===== config.mk =====
export PLATFORM = sky130hd
export DESIGN_NAME = fc_mac_seq_flat
export DESIGN_NICKNAME = d
export VERILOG_FILES = /design/src/rtl/fc_mac_seq_if.sv /design/src/rtl/fc_mac_seq.sv /design/src/flat_wrapper.sv
export SDC_FILE = /design/constraint.sdc
export NUM_CORES = 1
export LEC_CHECK = 0
export ABC_AREA = 0
export CORE_MARGIN = 1
export CORE_UTILIZATION = 53
export DETAILED_ROUTE_END_ITERATION = 7
export GPL_TIMING_DRIVEN = 1
export PLACE_DENSITY_LB_ADDON = 0.12
export SYNTH_ARGS = -nofsm -noshare
export SYNTH_HDL_FRONTEND = slang
export SYNTH_SLANG_ARGS = --single-unit

===== constraint.sdc =====
create_clock -name clk -period 13.25 [get_ports clk]
set_input_delay 1.325 -clock clk [delete_from_list [all_inputs] [get_ports clk]]
set_output_delay 1.325 -clock clk [all_outputs]
set_load 0.01 [all_outputs]

===== src/rtl/fc_mac_seq_if.sv =====
`default_nettype none
// ============================================================================
// Module   : fc_mac_seq_if
// Brief    : Handshake and memory-read bundle for the fc_mac_seq neuron
//            sequencer. The slave modport is the sequencer's view; the
//            master modport is the view of whoever issues start/bias and
//            owns the node/weight memories.
// Revision : 1.0 - initial release
// ============================================================================
interface fc_mac_seq_if #(
  parameter int AW = 4
);
  logic                 start;
  logic signed [7:0]    bias;
  logic                 busy;
  logic                 rd_en;
  logic [AW-1:0]        rd_addr;
  logic signed [7:0]    node_data;
  logic signed [7:0]    wegt_data;
  logic signed [7:0]    result;
  logic                 done;

  modport slave (
    input  start, bias, node_data, wegt_data,
    output busy, rd_en, rd_addr, result, done
  );

  modport master (
    output start, bias, node_data, wegt_data,
    input  busy, rd_en, rd_addr, result, done
  );
endinterface
`default_nettype wire


===== src/rtl/fc_mac_seq.sv =====
`default_nettype none
// ============================================================================
// Module   : fc_mac_seq
// Brief    : Evaluates one fully-connected neuron: streams N_IN node/weight
//            pairs from two shared-address synchronous-read memories,
//            accumulates the signed 8x8 products, adds bias, arithmetic
//            right shift by SHIFT and saturates to a signed 8-bit result.
//            Optional build macro FC_RELU_EN clamps negative results to 0.
// Revision : 1.0 - initial release
// ============================================================================
module fc_mac_seq #(
  parameter int N_IN  = 16,
  parameter int AW    = 4,
  parameter int ACC_W = 24,
  parameter int SHIFT = 7
) (
  input wire          clk,
  input wire          rst,
  fc_mac_seq_if.slave bus
);

  localparam logic [1:0] c_IDLE  = 2'd0;
  localparam logic [1:0] c_RUN   = 2'd1;
  localparam logic [1:0] c_DRAIN = 2'd2;
  localparam logic [1:0] c_FINAL = 2'd3;

  localparam logic [AW-1:0]           c_LAST    = AW'(N_IN - 1);
  localparam logic signed [ACC_W-1:0] c_SAT_MAX = ACC_W'(127);
  localparam logic signed [ACC_W-1:0] c_SAT_MIN = ACC_W'(-128);

  logic [1:0]               r_state;
  logic [1:0]               w_next_state;
  logic [AW-1:0]            r_cnt;
  logic                     r_vld;
  logic signed [ACC_W-1:0]  r_acc;
  logic signed [7:0]        r_bias;
  logic signed [7:0]        r_result;
  logic                     r_done;

  logic                     w_rd_en;
  logic                     w_busy;
  logic                     w_accept;
  logic                     w_final;
  logic signed [15:0]       w_prod;
  logic signed [ACC_W-1:0]  w_prod_ext;
  logic signed [ACC_W-1:0]  w_sum;
  logic signed [ACC_W-1:0]  w_scaled;
  logic signed [7:0]        w_sat;

  // Product of the pair returned by the memories, widened to the accumulator
  assign w_prod     = bus.node_data * bus.wegt_data;
  assign w_prod_ext = {{(ACC_W-16){w_prod[15]}}, w_prod};

  // State register
  always_ff @(posedge clk) begin
    if (rst) r_state <= c_IDLE;
    else     r_state <= w_next_state;
  end

  // Next-state logic; start is only looked at in IDLE so requests while busy are dropped
  always_comb begin
    w_next_state = r_state;
    case (r_state)
      c_IDLE:  if (bus.start) w_next_state = c_RUN;
      c_RUN:   if (r_cnt == c_LAST) w_next_state = c_DRAIN;
      c_DRAIN: w_next_state = c_FINAL;
      c_FINAL: w_next_state = c_IDLE;
      default: w_next_state = c_IDLE;
    endcase
  end

  // Output decode from the current state
  always_comb begin
    w_rd_en  = 1'b0;
    w_busy   = 1'b0;
    w_accept = 1'b0;
    w_final  = 1'b0;
    case (r_state)
      c_IDLE:  w_accept = bus.start;
      c_RUN:   begin w_rd_en = 1'b1; w_busy = 1'b1; end
      c_DRAIN: w_busy = 1'b1;
      c_FINAL: begin w_busy = 1'b1; w_final = 1'b1; end
      default: ;
    endcase
  end

  // Read address counter; wraps back to 0 on the last read so rd_addr idles at 0
  always_ff @(posedge clk) begin
    if (rst)                         r_cnt <= '0;
    else if (w_accept)               r_cnt <= '0;
    else if (w_rd_en) begin
      if (r_cnt == c_LAST)           r_cnt <= '0;
      else                           r_cnt <= r_cnt + 1'b1;
    end
  end

  // Accumulate pipe: vld tracks the 1-cycle memory latency; bias captured at accept only
  always_ff @(posedge clk) begin
    if (rst) begin
      r_vld  <= 1'b0;
      r_acc  <= '0;
      r_bias <= '0;
    end else begin
      r_vld <= w_rd_en;
      if (w_accept) begin
        r_acc  <= '0;
        r_bias <= bus.bias;
      end else if (r_vld) begin
        r_acc  <= r_acc + w_prod_ext;
      end
    end
  end

  // Bias add, arithmetic scale and saturation to signed 8 bits
  always_comb begin
    w_sum    = r_acc + {{(ACC_W-8){r_bias[7]}}, r_bias};
    w_scaled = w_sum >>> SHIFT;
    if (w_scaled > c_SAT_MAX)      w_sat = 8'sh7F;
    else if (w_scaled < c_SAT_MIN) w_sat = 8'sh80;
    else                           w_sat = w_scaled[7:0];
`ifdef FC_RELU_EN
    if (w_sat[7]) w_sat = 8'sh00;
`else
    w_sat = w_sat;
`endif
  end

  // Result register and done pulse, both launched from FINAL
  always_ff @(posedge clk) begin
    if (rst) begin
      r_result <= '0;
      r_done   <= 1'b0;
    end else begin
      r_done <= w_final;
      if (w_final) r_result <= w_sat;
    end
  end

  assign bus.busy    = w_busy;
  assign bus.rd_en   = w_rd_en;
  assign bus.rd_addr = r_cnt;
  assign bus.result  = r_result;
  assign bus.done    = r_done;

endmodule
`default_nettype wire


===== src/flat_wrapper.sv =====
// flat-port wrapper written by rule: the top's interface ports become plain ports
module fc_mac_seq_flat 
#(
  parameter int N_IN  = 16,
  parameter int AW    = 4,
  parameter int ACC_W = 24,
  parameter int SHIFT = 7
)
  (clk, rst, bus_start, bus_bias, bus_node_data, bus_wegt_data, bus_busy, bus_rd_en, bus_rd_addr, bus_result, bus_done);
  fc_mac_seq_if #(.AW(AW)) bus_i ();
  input wire clk;
  input wire rst;
  input wire logic [$bits(bus_i.start)-1:0] bus_start;
  input wire logic [$bits(bus_i.bias)-1:0] bus_bias;
  input wire logic [$bits(bus_i.node_data)-1:0] bus_node_data;
  input wire logic [$bits(bus_i.wegt_data)-1:0] bus_wegt_data;
  output wire logic [$bits(bus_i.busy)-1:0] bus_busy;
  output wire logic [$bits(bus_i.rd_en)-1:0] bus_rd_en;
  output wire logic [$bits(bus_i.rd_addr)-1:0] bus_rd_addr;
  output wire logic [$bits(bus_i.result)-1:0] bus_result;
  output wire logic [$bits(bus_i.done)-1:0] bus_done;
  assign bus_i.start = bus_start;
  assign bus_i.bias = bus_bias;
  assign bus_i.node_data = bus_node_data;
  assign bus_i.wegt_data = bus_wegt_data;
  assign bus_busy = bus_i.busy;
  assign bus_rd_en = bus_i.rd_en;
  assign bus_rd_addr = bus_i.rd_addr;
  assign bus_result = bus_i.result;
  assign bus_done = bus_i.done;
  fc_mac_seq #(.N_IN(N_IN), .AW(AW), .ACC_W(ACC_W), .SHIFT(SHIFT)) u_core (.clk(clk), .rst(rst), .bus(bus_i));
endmodule

==> metrics <==
Worst Skew 0.00782 ns; # rows 40; first-pass GRT wire length 23.4 mm; top-count cell post-synth fa_1; Tot GR Track Use 22.5%; share of layout cells above drive strength 1 3.31%; Buf/Inv on CP 3; reg2reg setup slack 7.63 ns; number of buffers created by CTS 5; die area 0.0132 sq mm; Avg Inst Size Synth 9.49 sq um; status finished, final reports clean; Mapped Cells 713; Seq cells post-synth 48; maximum vdd drop 0.338 mV; IO Pins 42; Period Utilization, post-route 58.1%; top cells by area, synth fa_1, ha_1, dfxtp_1, inv_1, and2_1; Fmax achieved 130 MHz; reg-to-reg endpoint u_core.r_acc[23]$_SDFFE_PP0P_; CP max stage cell and2_1; Final Cell Area 0.00756 sq mm; class of the worst hold path reg -> reg; WL/cell 14.3 um; Slew Limit Fails 0; setup TNS 0 ns; CP Launch Type input pin; Yosys cell types 52; DIE WIDTH 115 um; PortBufs 41; pin count of the biggest net entering global routing 29; Ant. Diodes 0; CTS clock-pin slew for the worst setup and hold paths 0.07 ns; # Post-CTS Setup Buffers 0; top-area cell type share of the netlist area 30.8%; unrepaired setup endpoints after global routing no; Die Span Y 115 um; Fin. Hold Viols 0; min Tclk post-route 7.70 ns; CP cell instances clkdlybuf4s50_1 > and2_1 > inv_1 > fa_1 > inv_1 > fa_1 > fa_1 > fa_1 > fa_1 > ha_1 > a2111oi_0 > nor2_1 > a21oi_1 > a311oi_1 > a31o_2 > a31oi_1 > xnor2_1 > o22ai_1; number of synthesis warnings 0; Clock Path Buffers 2; capturing element type of the critical path flop; DRT Wirelength 13.2 mm; DP Area 0.00737 sq mm; CTS tree done; cell area after synthesis 0.00677 sq mm; htree depth 2; final net count 967; Final GP Congestion 0.886; crit-path leading delay family adder cells; Setup CP Type in -> reg; Async SR Flop Fraction 0%; # hold bufs at CTS 0; Most used DFF post-synth dfxtp_1; DRT iter0 DRCs 162; worst reg2reg path depth 19; via/cell ratio 5.25; Synth area leader fa_1; Remaining DRCs 0; Critical R2R Launch u_core.r_acc[6]$_SDFFE_PP0P_; syn_nets 926; core area 0.0122 sq mm; HPWL after DPL 11.5 mm; vias in the first global route 5015; Rel. slew slack 27.8%; Final setup viols 0; initial antenna violation count 0; highest fanout seen on the critical path 17; Initial Utilization 55.4%; Min-Delay Path Depth 2; ANT nets after route 0; Root Driver clkbuf_16; Critical Path RT 13.38 ns; MaxCap Viol Count 0; vias 4849; clock latency on the worst-skew pair 0.30 ns; Worst path most repeated cell fa_1; pwr/cell area 259 mW/mm^2; Seq/Total Area, Yosys 14.2%; EDFF count, synth 0; Sink Count 48; hold path start u_core.r_bias[0]$_SDFFE_PP0P_; worst slew pin tran 1.08 ns; # resized after CTS 0; worst path arrival time 7.83 ns; CP peak stage delay 0.80 ns; Remaining Overflow, GRT 0; most frequent cells after synthesis fa_1, inv_1, ha_1; drt pass-1 iters 5; Hold Path End u_core.r_bias[0]$_SDFFE_PP0P_; Layout Area Growth over Synthesis 11.8%; leakage dissipation 3.66 nW
[kinds of logic after synthesis]
logic type / Yosys count / share of synthesized area (%)
mux: 24 / 3.57
xor+xnor: 42 / 5.44
compound gates: 103 / 10.3
buf+inv: 107 / 5.94
fa+ha+maj: 186 / 45.9
flops: 48 / 14.2
simple gates: 203 / 14.6
[through the flow]
stage	hold WS [ns]	total power [W]	cells	utilization (%)	setup slack, ns
after floorplan	0.437	0.00147	713	-	6.68
after global placement	0.456	0.00175	915	60.3	5.51
after detailed placement	0.454	0.00180	915	60.3	5.28
after CTS	0.465	0.00198	923	61.9	5.56
after global routing	0.489	0.00221	923	61.9	5.08
final	0.461	0.00196	923	61.9	5.55
[metal layers]
layer  vias up  part of all wire, %  track usage (%)
li1       2422                    -                -
met1      2372                   46             29.7
met2        40                   51             39.5
met3        15                  1.5             2.58
met4         0                  1.5             5.19
met5         -                    0                0
[worst max-delay path by stage]
stage,start,depth (start not counted),slack (ns),end
2_1_floorplan,bus_wegt_data[0],17,6.68,u_core.r_acc[23]$_SDFFE_PP0P_
3_3_place_gp,bus_wegt_data[0],18,5.51,u_core.r_acc[23]$_SDFFE_PP0P_
3_5_place_dp,bus_wegt_data[0],18,5.28,u_core.r_acc[23]$_SDFFE_PP0P_
4_1_cts,bus_wegt_data[0],18,5.56,u_core.r_acc[23]$_SDFFE_PP0P_
5_1_grt,bus_wegt_data[0],18,5.08,u_core.r_acc[23]$_SDFFE_PP0P_
6_report,bus_wegt_data[0],18,5.55,u_core.r_acc[23]$_SDFFE_PP0P_
[layout by cell type (no fill, tap or decap), drive strengths merged, types with 3 or more instances in the layout]
cell,instances
xor2,17
clkbuf,5
ha,82
fa,104
or2,4
nor2b,7
clkdlybuf4s50,41
nor2,59
mux2i,23
dfxtp,48
o211ai,8
a211oi,3
and2,40
a21o,12
a21oi,38
o21ai,11
nor3,6
o31ai,5
nand2,53
o21a,3
nand3,12
xnor2,25
inv,98
o21bai,6
nand2b,9
o311ai,3
o22ai,4
[sequential cells by signal (all words and copies together), names as in the netlist]
register and count:
u_core.bus.rd_addr 4, u_core.r_vld 1, u_core.r_state 2, u_core.bus.result 8, u_core.r_acc 24, u_core.r_bias 8, u_core.bus.done 1
[area by class of cell]
cell class	count	area (sq um)
clock buffers	5	125
clock inverters	3	68.8
fillers	1103	4650
inverters	98	368
multi-input cells	558	5400
flip-flops and latches	48	961
well taps	168	210
repair buffers	43	425
[report_power, final]
| part | internal, W | switching [W] | leakage, nW |
|---|---|---|---|
| clock | 0.000109 | 0.0000569 | 0.0944 |
| combinational | 0.000720 | 0.000847 | 3.17 |
| sequential | 0.000181 | 0.0000434 | 0.390 |
| total | 0.00101 | 0.000948 | 3.66 |
[worst register-to-register path, stage by stage (launching register included)]
cell and delay [ns]:
dfxtp_1 0.36, inv_1 0.09, fa_1 0.53, inv_1 0.05
fa_1 0.50, inv_1 0.05, fa_1 0.47, inv_1 0.06
fa_1 0.49, ha_1 0.31, ha_1 0.33, a21o_1 0.20
a2111oi_0 0.68, nor2_1 0.17, a21oi_1 0.24, a311oi_1 0.18
a31o_2 0.31, a31oi_1 0.21, xnor2_1 0.14, o22ai_1 0.08
Note: power is estimated with default switching activity, not from simulation.
